$ cat config.mk
export PLATFORM = sky130hd
export DESIGN_NAME = flit_stream_arbiter
export DESIGN_NICKNAME = d
export VERILOG_FILES = /design/src/rtl/flit_stream_arbiter.sv
export SDC_FILE = /design/constraint.sdc
export NUM_CORES = 1
export LEC_CHECK = 0
export CORE_MARGIN = 2
export CORE_UTILIZATION = 46
export CTS_BUF_LIST = sky130_fd_sc_hd__clkbuf_8
export CTS_CLUSTER_SIZE = 14
export DETAILED_ROUTE_END_ITERATION = 7
export DONT_BUFFER_PORTS = 1
export GPL_ROUTABILITY_DRIVEN = 0
export HOLD_SLACK_MARGIN = 0.02
export REMOVE_ABC_BUFFERS = 1
export SETUP_SLACK_MARGIN = 0.3
export SYNTH_ARGS = -nofsm -noshare
export SYNTH_HDL_FRONTEND = slang
export SYNTH_SLANG_ARGS = --single-unit
$ cat constraint.sdc
create_clock -name clk -period 3.6 [get_ports clk]
set_input_delay 0.72 -clock clk [delete_from_list [all_inputs] [get_ports clk]]
set_output_delay 0.72 -clock clk [all_outputs]
set_load 0.02 [all_outputs]
$ cat src/rtl/flit_stream_arbiter.sv
// Round-robin flit stream merger with per-message locking and a one-entry registered output slot.
// State updates on the falling clock edge; reset is synchronous and active-low.
module flit_stream_arbiter #(
    parameter int unsigned NUM_IN     = 4,
    parameter int unsigned LOG_NUM_IN = 2,
    parameter int unsigned FLIT_WIDTH = 16
) (
    input  logic                         clk,
    input  logic                         rst_n,
    input  logic [NUM_IN*FLIT_WIDTH-1:0] in_data,
    input  logic [NUM_IN-1:0]            in_valid,
    output logic [NUM_IN-1:0]            in_ready,
    output logic [FLIT_WIDTH-1:0]        out_data,
    output logic                         out_valid,
    input  logic                         out_ready,
    output logic                         locked,
    output logic [LOG_NUM_IN-1:0]        lock_owner
);

    logic [FLIT_WIDTH-1:0] data_q, data_d;
    logic                  full_q, full_d;
    logic                  locked_q, locked_d;
    // The last winner doubles as the round-robin pointer: both update only on a transfer.
    logic [LOG_NUM_IN-1:0] owner_q, owner_d;

    logic                  can_accept;
    logic                  grant_valid;
    logic [LOG_NUM_IN-1:0] grant_idx;
    logic [FLIT_WIDTH-1:0] grant_flit;
    logic                  xfer;
    int unsigned           idx;

    always_comb begin
        grant_valid = 1'b0;
        grant_idx   = owner_q;
        idx         = 0;
        if (locked_q) begin
            grant_valid = 1'b1;
        end else begin
            // Walk downward so the candidate nearest to owner+1 is assigned last and wins.
            for (int unsigned k = NUM_IN; k >= 1; k--) begin
                idx = (32'(owner_q) + k) % NUM_IN;
                if (in_valid[idx]) begin
                    grant_valid = 1'b1;
                    grant_idx   = LOG_NUM_IN'(idx);
                end
            end
        end
    end

    always_comb begin
        can_accept = !full_q || out_ready;
        in_ready   = '0;
        if (rst_n && grant_valid && can_accept) begin
            in_ready[grant_idx] = 1'b1;
        end
        grant_flit = in_data[grant_idx*FLIT_WIDTH +: FLIT_WIDTH];
        xfer       = |(in_valid & in_ready);
    end

    always_comb begin
        data_d   = data_q;
        full_d   = full_q;
        locked_d = locked_q;
        owner_d  = owner_q;
        if (xfer) begin
            data_d   = grant_flit;
            full_d   = 1'b1;
            owner_d  = grant_idx;
            locked_d = grant_flit[1];
        end else if (out_ready) begin
            full_d = 1'b0;
        end
    end

    always_ff @(negedge clk) begin
        if (!rst_n) begin
            full_q   <= 1'b0;
            locked_q <= 1'b0;
            owner_q  <= '0;
        end else begin
            full_q   <= full_d;
            locked_q <= locked_d;
            owner_q  <= owner_d;
        end
    end

    // Slot contents are meaningless while empty, so the data register carries no reset.
    always_ff @(negedge clk) begin
        data_q <= data_d;
    end

    assign out_data   = data_q;
    assign out_valid  = full_q;
    assign locked     = locked_q;
    assign lock_owner = owner_q;

endmodule

==> results.sh, run 1 <==
export IMPL_grt_pass1_wl_mm=8.09
export IMPL_mostFrequentLayoutCells="buf_4 (38), nand2_1 (36), buf_6 (27)"
export IMPL_dpl_cell_count=228
export IMPL_dieHeight_um=60.8
export IMPL_area_growth_pct=65.1
export IMPL_seqPwrFrac=0.289
export IMPL_required_ns=2.01
export IMPL_vias=1781
export IMPL_combinationalPowerShare=0.541
export IMPL_tritoncts="done"
export IMPL_postRouteAntennaNets=0
export IMPL_ys_seq_area_frac=0.378
export IMPL_clkPwrFrac=0.170
export IMPL_die_area_um2=3690
export IMPL_wl_per_cell_um=21.6
export IMPL_cp_end_kind="flop"
export IMPL_ys_warnings_count=0
export IMPL_rows=20
export IMPL_start_util=0.486
export IMPL_cts_root_buf="clkbuf_8"
export IMPL_rsz0062_at_grt="true"
export IMPL_clock_sinks=20
export IMPL_grt_max_degree=17
export IMPL_path_class="in -> reg"
export IMPL_tightest_slew_ns=0.496
export IMPL_async_flop_share=0
export IMPL_synth_distinct_cells=55
export IMPL_switching_share=0.408
export IMPL_crit_path_max_fanout=9
export IMPL_totalWireLength_mm=6.09
export IMPL_synth_cells=157
export IMPL_antenna_found_initial=0
export IMPL_finalPower_mw=1.47
export IMPL_multi_input_area_um2=1010
export IMPL_synthesis_area_um2=1480
export IMPL_critical_path_arrival_ns=2.72
export IMPL_initialDrtViolationCount=155
export IMPL_relSlewSlack=0.669
export IMPL_overflow=0
export IMPL_synth_edf_count=16
export IMPL_layoutNonFillerInstCount=282
export IMPL_clk_pin_slew_ns=0.04
export IMPL_nNetsFinal=310
export IMPL_n_antenna_cell=0
export IMPL_p_int_mw=0.869
export IMPL_route_detailed_drc=0
export IMPL_maxCapViolations=0
export IMPL_drive_gt1_frac=0.475
export IMPL_grt_pass1_vias=1736
export IMPL_synthFlopType="edfxtp_1"
export IMPL_clk_insertion_delay_late_ns=0.34
export IMPL_p_per_area_nw_per_um2=600
export IMPL_drtPass1Iterations=5
export IMPL_tns_ns=-17.77
export IMPL_fill_cells=184
export IMPL_pin_count=95
export IMPL_avgSynthCellArea_um2=9.44
export IMPL_viasPerCell=6.32
export IMPL_failed_checks="negative setup slack"
export IMPL_setup_slack_ns=-0.708
export IMPL_seq_area_um2=573
export IMPL_die_x_um=60.8
export IMPL_setup_viol=40
export IMPL_grt_util_all_layers=0.305
export IMPL_startpoint_type="primary input"
export IMPL_slew_violations=0
export IMPL_hold_viol=0
export IMPL_hold_path_class="reg -> reg"
export IMPL_io_buffers=0
export IMPL_cts_buffers=3
export IMPL_synth_seq_cells=20
export IMPL_final_common_cell="buf_4"
export IMPL_ir_worst_vdd_mv=0.292
export IMPL_status="complete, but fails checks"
export IMPL_holdWs_ns=0.777
export IMPL_clock_skew_ns=0.0245
export IMPL_core_um2=3050
export IMPL_clockBufferDepth=2
export IMPL_p_sw_mw=0.600
export IMPL_place_hpwl_mm=3.24
export IMPL_cts_max_level=1
export IMPL_p_leak_nw=1.08
cell type report:
class,count,area share
clock inverter,21,0.0327
sequential,20,0.234
inverter,4,0.00613
timing repair buffer,69,0.277
multi-input combinational,121,0.411
clock buffer,3,0.0169
tap,44,0.0225
per-stage QoR:
step | cell area (um^2) | worst slack, ns | util
after detailed placement | 1760 | -0.615 | 0.578
after floorplan | 1410 | -0.895 | -
final | 2450 | -0.708 | 0.802
after CTS | 2260 | -0.605 | 0.740
after global placement | 1760 | -0.568 | 0.578
after global routing | 2450 | -0.733 | 0.802
sequential cells by signal (all words and copies together) (netlist names):
name,count
lock_owner,2
locked,1
out_data,16
out_valid,1
metal layers:
metal,track usage,routed length [um]
met5,0,0
met2,0.544,3250
met3,0.0768,430
met1,0.310,2100
met4,0.208,311
cells by family (layout without fill, tap and decap cells):
family | after synthesis | after routing | share of synthesized area
buffers and inverters | 16 | 97 | 0.0608
muxes | 2 | 2 | 0.0177
and+or+nand+nor | 74 | 74 | 0.251
AOI/OAI and AO/OA | 44 | 44 | 0.287
xor gates and xnor gates | 1 | 1 | 0.00591
DFF | 20 | 20 | 0.378
final timing paths:
| check | end | slack, ns | depth (start not counted) | start |
|---|---|---|---|---|
| worst max-delay path | locked$_SDFFE_NN0P_ | -0.71 | 15 | in_valid[0] |
| worst min-delay path | out_valid$_SDFFE_NN0P_ | 0.78 | 2 | out_valid$_SDFFE_NN0P_ |
| worst max register to register | locked$_SDFFE_NN0P_ | 1.03 | 16 | lock_owner[0]$_SDFFE_NN0P_ |
| worst min register to register | out_valid$_SDFFE_NN0P_ | 0.78 | 2 | out_valid$_SDFFE_NN0P_ |
what timing repair did:
action                     in CTS  in global routing
setup endpoints to repair      59                 60
cloned                          1                  1
setup buffers                  21                  8
pin swaps                      22                 23
resized for setup              49                 23
hold buffers                    0                  0
synthesized netlist by cell type (all sizes together), types with 2 or more instances:
library cell  number  share of area
nor2b              4          0.019
clkbuf             3         0.0076
nand3              4          0.014
mux2               2          0.018
or2b               2          0.010
o21ai              3          0.015
nor3b              2          0.010
buf                8          0.041
nor3               4          0.014
nand4              2         0.0084
dfxtp              4          0.054
o32ai              2          0.017
nand2             37          0.095
a222oi            15           0.10
nor2               7          0.018
o31a               2          0.012
edfxtp            16           0.32
inv                5          0.013
a21oi              6          0.030
and2               4          0.017
power by group through the flow:
stage / Combinational [mW] / Sequential, mW / Clock, mW
after floorplan: 0.293 / 0.435 / 0.0352
after global placement: 0.513 / 0.425 / 0.0352
after detailed placement: 0.529 / 0.425 / 0.0352
after CTS: 0.681 / 0.421 / 0.238
after global routing: 0.846 / 0.431 / 0.275
final: 0.795 / 0.425 / 0.250
critical path: stages:
cell and delay (ns):
or3b_4 0.23, a21boi_4 0.07, buf_6 0.12, buf_6 0.10, buf_6 0.10, buf_6 0.10, buf_6 0.11, buf_6 0.11
buf_6 0.11, buf_6 0.10, buf_6 0.11, nor3_4 0.16, or2_4 0.16, a41oi_2 0.11, mux2_4 0.29
(Power assumes the default switching activity.)
==> inputs of run 2 (changes only) <==
- CORE_MARGIN: 2 -> unset
==> run 2 against run 1 <==
Effect of this change: clock skew shrank 0.0025 ns; largest power group unchanged; wire length shrank 15%; critical path type is now reg -> out; die area shrank 6.5%; combinational power grew 3%; final cell count shrank 4.6%; largest cell class unchanged; the flow still finishes with violations (negative setup slack); sequential power grew 0.9%.
==> results.sh, run 2 (same netlist as run 1, synthesis figures left out) <==
export IMPL_initialDrtViolationCount=122
export IMPL_nNetsFinal=298
export IMPL_startpoint_type="flop"
export IMPL_grt_pass1_vias=1667
export IMPL_whs_endpoint="lock_owner[0]$_SDFFE_NN0P_"
export IMPL_status="complete, but fails checks"
export IMPL_vias=1642
export IMPL_rows=20
export IMPL_grt_use_met1=0.294
export IMPL_route_detailed_drc=0
export IMPL_path_class="reg -> out"
export IMPL_mostFrequentLayoutCells="nand2_1 (35), buf_4 (34), inv_1 (22)"
export IMPL_path_cells="or2b_1 > a211oi_4 > o32ai_4 > a21oi_2 > buf_4"
export IMPL_globalRouteMet3Util=0.0835
export IMPL_die_area_um2=3450
export IMPL_cts_root_buf="clkbuf_8"
export IMPL_start_util=0.486
export IMPL_dieHeight_um=58.8
export IMPL_cp_end_kind="output pin"
export IMPL_cts_buffers=3
export IMPL_ff2ff_path_depth=11
export IMPL_slowest_stage="dfxtp_4"
export IMPL_setup_viol=38
export IMPL_die_x_um=58.8
export IMPL_wl_per_cell_um=19.3
export IMPL_multi_input_area_um2=993
export IMPL_pin_count=95
export IMPL_setup_slack_ns=-0.644
export IMPL_ctsHoldBuffers=0
export IMPL_grt_pass1_wl_mm=7.60
export IMPL_rsz0062_at_grt="true"
export IMPL_cts_max_level=1
export IMPL_totalWireLength_mm=5.19
export IMPL_core_um2=3050
export IMPL_relSlewSlack=0.764
export IMPL_hold_path_class="reg -> reg"
export IMPL_drive_gt1_frac=0.440
export IMPL_hp_start="lock_owner[0]$_SDFFE_NN0P_"
export IMPL_tightest_slew_ns=0.351
export IMPL_slew_violations=0
export IMPL_hold_viol=0
export IMPL_tns_ns=-18.93
export IMPL_clk_insertion_delay_late_ns=0.33
export IMPL_n_antenna_cell=0
export IMPL_place_hpwl_mm=3.08
export IMPL_clk_pin_slew_ns=0.04
export IMPL_use_met2=0.541
export IMPL_timing_rr_end="locked$_SDFFE_NN0P_"
export IMPL_grt_busiest_layer="met2"
export IMPL_critical_path_arrival_ns=3.52
export IMPL_area_growth_pct=58.1
export IMPL_p_leak_nw=1.03
export IMPL_reg2reg_slack_ns=1.18
export IMPL_reg2reg_from="lock_owner[1]$_SDFFE_NN0P_"
export IMPL_clockBufferDepth=2
export IMPL_seq_area_um2=573
export IMPL_hold_depth=3
export IMPL_maxCapViolations=0
export IMPL_io_buffers=0
export IMPL_antenna_found_initial=0
export IMPL_clock_skew_ns=0.0221
export IMPL_grt_util_all_layers=0.296
export IMPL_ir_worst_vdd_mv=0.256
export IMPL_tritoncts="done"
export IMPL_postRouteAntennaNets=0
export IMPL_overflow=0
export IMPL_final_util=0.768
export IMPL_final_common_cell="nand2_1"
export IMPL_viasPerCell=6.10
export IMPL_required_ns=2.88
export IMPL_p_per_area_nw_per_um2=629
export IMPL_grt_max_degree=17
export IMPL_failed_checks="negative setup slack"
export IMPL_drtPass1Iterations=5
export IMPL_largest_reg_flops=16
export IMPL_clock_sinks=20
export IMPL_crit_path_max_fanout=8
export IMPL_fill_cells=218
export IMPL_critical_path_max_stage_delay_ns=0.37
[run 2: power breakdown]
part	switching, mW	internal [mW]	total, mW
Combinational	0.366	0.448	0.815
Sequential	0.0866	0.342	0.429
Clock	0.127	0.104	0.231
[run 2: final cells by class]
type | count | area share
clock buffer | 3 | 0.0176
clock inverter | 20 | 0.0320
inverter | 4 | 0.00640
multi-input combinational | 121 | 0.424
sequential | 20 | 0.244
tap | 44 | 0.0235
timing repair buffer | 57 | 0.252
[run 2: worst max-delay path by stage]
stage	start	endpoint	slack (ns)
floorplan	in_valid[3]	locked$_SDFFE_NN0P_	-0.90
global placement	in_valid[3]	out_data[7]$_DFFE_NP_	-0.54
detailed placement	in_valid[3]	out_data[13]$_DFFE_NP_	-0.60
CTS	lock_owner[0]$_SDFFE_NN0P_	in_ready[0]	-0.63
global route	lock_owner[1]$_SDFFE_NN0P_	in_ready[0]	-0.67
finish	lock_owner[1]$_SDFFE_NN0P_	in_ready[0]	-0.64
[run 2: per-stage QoR]
stage	hold WS (ns)	cell area [um^2]	power (mW)	instances	setup WS [ns]
2_1_floorplan	0.777	1410	0.764	146	-0.895
3_3_place_gp	0.683	1750	0.968	226	-0.536
3_5_place_dp	0.708	1750	0.980	226	-0.596
4_1_cts	0.672	2210	1.40	263	-0.632
5_1_grt	0.716	2340	1.56	269	-0.667
6_report	0.687	2340	1.47	269	-0.644
[run 2: routing by layer]
layer	wire length [um]	vias up	part of all wire
li1	-	749	-
met1	1810	768	0.35
met2	2820	109	0.54
met3	400	16	0.077
met4	153	0	0.029
met5	0	-	0
[run 2: critical path, delay by kind of cell, from the launching register on]
family | cells | cell delay, ns
buffers and inverters | 1 | 0.16
DFF | 1 | 0.37
and+or+nand+nor | 1 | 0.27
AOI/OAI and AO/OA | 3 | 0.59
[run 2: timing repair]
action | CTS | global route
resized for setup | 45 | 18
endpoints found under the setup margin | 59 | 60
hold endpoints to repair | 0 | 0
cloned | 3 | 0
pin swaps | 17 | 14
setup buffers | 12 | 6
==> inputs of run 3 (changes only) <==
- CTS_CLUSTER_SIZE: 14 -> unset
==> results of run 3 <==
The final DEF is identical to that of run 2; final timing and power are the same.
